### src/rtl/spi_tx_queue.sv
// Byte FIFO plus launch sequencer in front of spi_master_tx: pops one byte per
// frame, holds send until the master goes busy, and enforces an idle gap between frames.
module spi_tx_queue #(
    parameter int DEPTH       = 8,
    parameter int GAP_CYCLES  = 4,
    parameter int ARM_TIMEOUT = 255
) (
    input  logic                     clk,
    input  logic                     rst,
    input  logic [7:0]               wr_data,
    input  logic                     wr_en,
    output logic                     full,
    output logic                     empty,
    output logic [$clog2(DEPTH):0]   count,
    output logic                     overflow,
    output logic                     timeout_err,
    output logic [7:0]               data_out,
    output logic                     send,
    input  logic                     m_busy,
    output logic                     tx_active
);

    localparam int PW = $clog2(DEPTH);
    localparam int CW = PW + 1;
    localparam int AW = $clog2(ARM_TIMEOUT + 2);
    localparam int GW = $clog2(GAP_CYCLES + 2);

    localparam logic [PW-1:0] PTR_ONE    = PW'(1);
    localparam logic [CW-1:0] CNT_ONE    = CW'(1);
    localparam logic [CW-1:0] FULL_COUNT = CW'(DEPTH);
    localparam logic [AW-1:0] ARM_ONE    = AW'(1);
    localparam logic [AW-1:0] ARM_LIMIT  = AW'(ARM_TIMEOUT);
    localparam logic [GW-1:0] GAP_ONE    = GW'(1);
    localparam logic [GW-1:0] GAP_LIMIT  = GW'(GAP_CYCLES);

    typedef enum logic [1:0] {
        IDLE = 2'd0,
        ARM  = 2'd1,
        XFER = 2'd2,
        GAP  = 2'd3
    } state_t;

    logic [7:0]    mem_q [DEPTH];
    logic [PW-1:0] wr_ptr_q, wr_ptr_d;
    logic [PW-1:0] rd_ptr_q, rd_ptr_d;
    logic [CW-1:0] count_q, count_d;
    logic          full_q, empty_q;
    logic          overflow_q, overflow_d;
    logic          wr_accept;
    logic          pop;

    state_t        state_q;
    logic          send_q;
    logic [7:0]    data_out_q;
    logic          timeout_q;
    logic          tx_active_q;
    logic [AW-1:0] arm_cnt_q;
    logic [GW-1:0] gap_cnt_q;

    // Fullness comes from registered state, so a same-cycle pop never frees room for a write.
    always_comb begin
        wr_accept  = wr_en && !full_q;
        pop        = (state_q == IDLE) && !empty_q && !m_busy;
        wr_ptr_d   = wr_accept ? wr_ptr_q + PTR_ONE : wr_ptr_q;
        rd_ptr_d   = pop ? rd_ptr_q + PTR_ONE : rd_ptr_q;
        count_d    = count_q;
        if (wr_accept && !pop) begin
            count_d = count_q + CNT_ONE;
        end else if (!wr_accept && pop) begin
            count_d = count_q - CNT_ONE;
        end
        overflow_d = overflow_q || (wr_en && full_q);
    end

    always_ff @(posedge clk) begin
        if (wr_accept) begin
            mem_q[wr_ptr_q] <= wr_data;
        end
    end

    always_ff @(posedge clk) begin
        if (rst) begin
            wr_ptr_q   <= '0;
            rd_ptr_q   <= '0;
            count_q    <= '0;
            full_q     <= 1'b0;
            empty_q    <= 1'b1;
            overflow_q <= 1'b0;
        end else begin
            wr_ptr_q   <= wr_ptr_d;
            rd_ptr_q   <= rd_ptr_d;
            count_q    <= count_d;
            full_q     <= (count_d == FULL_COUNT);
            empty_q    <= (count_d == '0);
            overflow_q <= overflow_d;
        end
    end

    always_ff @(posedge clk) begin
        if (rst) begin
            state_q     <= IDLE;
            send_q      <= 1'b0;
            data_out_q  <= 8'h00;
            timeout_q   <= 1'b0;
            tx_active_q <= 1'b0;
            arm_cnt_q   <= '0;
            gap_cnt_q   <= '0;
        end else begin
            case (state_q)
                IDLE: begin
                    if (pop) begin
                        data_out_q  <= mem_q[rd_ptr_q];
                        send_q      <= 1'b1;
                        arm_cnt_q   <= '0;
                        tx_active_q <= 1'b1;
                        state_q     <= ARM;
                    end
                end
                ARM: begin
                    // Drop send on the first busy cycle so the master cannot relaunch the byte.
                    if (m_busy) begin
                        send_q  <= 1'b0;
                        state_q <= XFER;
                    end else if (arm_cnt_q == ARM_LIMIT) begin
                        send_q    <= 1'b0;
                        timeout_q <= 1'b1;
                        gap_cnt_q <= '0;
                        state_q   <= GAP;
                    end else begin
                        arm_cnt_q <= arm_cnt_q + ARM_ONE;
                    end
                end
                XFER: begin
                    if (!m_busy) begin
                        gap_cnt_q <= '0;
                        state_q   <= GAP;
                    end
                end
                GAP: begin
                    if (gap_cnt_q == GAP_LIMIT) begin
                        tx_active_q <= 1'b0;
                        state_q     <= IDLE;
                    end else begin
                        gap_cnt_q <= gap_cnt_q + GAP_ONE;
                    end
                end
                default: begin
                    state_q <= IDLE;
                end
            endcase
        end
    end

    assign full        = full_q;
    assign empty       = empty_q;
    assign count       = count_q;
    assign overflow    = overflow_q;
    assign timeout_err = timeout_q;
    assign data_out    = data_out_q;
    assign send        = send_q;
    assign tx_active   = tx_active_q;

endmodule

### config.mk
export PLATFORM = sky130hd
export DESIGN_NAME = spi_tx_queue
export DESIGN_NICKNAME = d
export VERILOG_FILES = /design/src/rtl/spi_tx_queue.sv
export SDC_FILE = /design/constraint.sdc
export NUM_CORES = 1
export LEC_CHECK = 0
export ABC_AREA = 1
export CAP_MARGIN = 25
export CELL_PAD_IN_SITES_DETAIL_PLACEMENT = 0
export CELL_PAD_IN_SITES_GLOBAL_PLACEMENT = 1
export CORE_UTILIZATION = 40
export CTS_CLUSTER_DIAMETER = 30
export DETAILED_ROUTE_END_ITERATION = 10
export GPL_TIMING_DRIVEN = 0
export PLACE_DENSITY = 0.82
export SYNTH_ARGS = -nofsm -noshare
export SYNTH_HDL_FRONTEND = slang
export SYNTH_SLANG_ARGS = --single-unit
### constraint.sdc
create_clock -name clk -period 1.95 [get_ports clk]
set_input_delay 0.585 -clock clk [delete_from_list [all_inputs] [get_ports clk]]
set_output_delay 0.585 -clock clk [all_outputs]
set_load 0.01 [all_outputs]
==> flow_summary.ini <==
[status]
status = finished with violations
failed_checks = setup timing

[power]
total_leakage_power_uw = 0.00197
clkPwrFrac_pct = 23.7
total_power_uw = 5650
cell_internal_pwr_uw = 3750
power_per_cell_area_nw_per_um2 = 1070
swShare_pct = 33.5
power_frac_seq_pct = 46.3
ir_drop_mv = 0.601
switchingPower_uw = 1890
combinationalPowerShare_pct = 30.0

[synth]
yosys-mux-area-fraction_pct = 0
synth_top_area_share_pct = 43.3
synth_seq_cells = 102
synth_top_family_by_area = simple AND/OR/NAND/NOR gates
syn-cell-area_um2 = 4440
ys_warn_count = 0
synth_fp_nets = 496
yosys-top-cells-area = edfxtp_1, dfxtp_1, nor2_1
synth-seq-area-share_pct = 60.4
synth_xor_area_share_pct = 0.395
synth_top_area_cell = edfxtp_1
synth_fa_ha_area_share_pct = 3.95
synth_flop_cell = edfxtp_1
synth_edf_count = 64
synth.most_common_cell = nor2_1
synth_compound_area_share_pct = 9.16
ys_top_cells_by_count = nor2_1, edfxtp_1, nand2_1
avgSynthCellArea_um2 = 9.45
synth.distinct_cells = 27
ys_async_sr_fraction_pct = 0
synth_simple_gate_area_share_pct = 20.6
synthCells = 470

[global_routing]
grt_pass1_vias = 3076
grtUsageTotal_pct = 17.3
antenna_found_initial = 0
grt_overflow = 0
grt_first_pass_wirelength_um = 15100
grt_max_degree = 18

[sta]
rsz0062_at_grt = true
hold_viol_final = 0
slew_headroom_pct = 59.0
report.final.slew_viol_count = 0
finClkSkew_ns = 0.0122
tightest_slew_ns = 0.615
setup_viol = 13
min_period_ns = 1.97
fmax_ghz = 0.507
setup_ws_ns = -0.0223
fin_crit_sh_pct = 101

[final_layout]
nets = 542
drive_gt1_share_pct = 14.8
n_antenna_cell = 0
final_util_pct = 48.9
syn_to_final_growth_pct = 19.3
finalNonFillerCells = 661
fill_cells = 1003

[cts]
cts.sinks = 102
insertion_delay_ns = 0.37
cts_buffers = 9
clock_path_buffers = 2
cts_tree = built
clkTransAtPathRegs_ns = 0.10
root_buffer = clkbuf_8
h-tree-depth = 3
cts_hold_buf = 0

[drt]
routedWlPerCell_um = 14.2
via_per_inst = 4.90
first_pass_iters = 4
wirelength_um = 9390
drc = 0
ant_nets = 0
vias = 3242
drt_iter0_drc = 154

[die]
rows = 38
io_pins = 30
die_h_um = 107
dieArea_um2 = 11500
die_w_um = 107
initial_core_util_pct = 41.0
core_um2 = 10800

[worst_setup_path]
cp-start-kind = input port
worstPathRequired_ns = 1.96
endpoint_kind = flop
path_class = input port to flop
cp.arrival_ns = 1.98
critPathMaxFanout = 9

[placed_design]
placed_cells = 639
pre_cts_slack_ns = -0.563
place_congestion = 0.811
dp_hpwl_um = 6540
port_buffers = 29

[min_path]
hold_path_class = flop to flop

[run]
maxCapViolCount = 0
-- stage by stage --
| step | instance area [um^2] | hold WS [ns] | setup TNS (ns) |
|---|---|---|---|
| 2_1_floorplan | 4440 | 0.438 | 0 |
| 3_3_place_gp | 4900 | 0.442 | -32.22 |
| 3_5_place_dp | 4900 | 0.443 | -35.14 |
| 4_1_cts | 5150 | 0.458 | -4.57 |
| 5_1_grt | 5300 | 0.470 | -3.25 |
| 6_report | 5300 | 0.449 | -0.146 |
-- cell usage in the layout (no fill, tap or decap), types with 2 or more instances in the layout --
cell type,count
dfxtp_2,6
nand2_2,2
nor2_2,8
dfxtp_4,2
ha_4,3
clkbuf_2,2
dlymetal6s2s_1,2
inv_2,8
a21oi_1,28
clkdlybuf4s50_1,27
nor2_4,4
nand3_1,45
clkbuf_1,5
nand2_4,2
o21ai_0,43
xor2_1,2
inv_6,2
o21ai_2,2
inv_1,30
buf_2,8
clkbuf_8,9
nor2_1,84
buf_6,2
edfxtp_1,64
nor3_1,5
dfxtp_1,30
nand2_1,63
buf_4,7
clkinvlp_4,3
ha_1,11
-- metal layers --
layer	GRT usage, %	up-vias	share of wire, %
met2	29.9	53	50
met5	0	-	0
li1	-	1669	-
met1	21.6	1510	45
met4	5.28	0	1.3
met3	3.51	10	3.1
-- layout make-up --
type / instances / area, um^2 / share of cell area, %
Buffer: 17 / 91.3 / 1.72
Multi-Input combinational cell: 311 / 1640 / 30.9
Clock inverter: 6 / 70.1 / 1.32
Tap cell: 140 / 175 / 3.31
Timing Repair Buffer: 35 / 344 / 6.50
Sequential cell: 102 / 2700 / 50.9
Clock buffer: 10 / 128 / 2.41
Inverter: 40 / 153 / 2.88
-- cells by family (layout without fill, tap and decap cells) --
family	count (synthesis)	count (layout)
AOI/OAI and AO/OA	79	79
buffers and inverters	57	108
DFF	102	102
and+or+nand+nor	216	216
adders and majority gates	14	14
xor gates and xnor gates	2	2
-- worst max-delay path: stages --
cell and delay (ns):
clkdlybuf4s50_1 0.49, nand2_2 0.11, inv_2 0.15, nand2_1 0.20, nor2_2 0.44
-- power groups by stage --
stage / registers (uW) / logic [uW] / clock network [uW]
global placement: 2650 / 1510 / 0
global route: 2640 / 1910 / 1460
floorplan: 2670 / 1000 / 0
finish: 2620 / 1690 / 1340
CTS: 2610 / 1590 / 1380
detailed placement: 2660 / 1540 / 0
-- sequential cells by signal (all words and copies together), names as in the netlist, 2 cells and up --
| name | flops |
|---|---|
| wr_ptr_q | 3 |
| rd_ptr_q | 3 |
| data_out | 8 |
| count | 4 |
| mem_q | 64 |
| gap_cnt_q | 3 |
| state_q | 2 |
| arm_cnt_q | 9 |
-- what timing repair did --
action                                  CTS  global route
pin swaps                                 2            12
setup buffers                             2             4
gates resized for setup                  13            30
endpoints found under the setup margin   71            48
-- worst paths after layout --
path | from | depth (start not counted) | slack (ns) | end
hold reg to reg | arm_cnt_q[3]$_SDFFE_PP0P_ | 1 | 0.45 | arm_cnt_q[3]$_SDFFE_PP0P_
setup / recovery | wr_en | 5 | -0.02 | mem_q[0][0]$_DFFE_PP_
hold / removal | arm_cnt_q[3]$_SDFFE_PP0P_ | 1 | 0.45 | arm_cnt_q[3]$_SDFFE_PP0P_
setup reg to reg | arm_cnt_q[1]$_SDFFE_PP0P_ | 11 | 0.06 | gap_cnt_q[2]$_SDFFE_PP0P_
No activity file was read; power rests on OpenSTA's default activity.
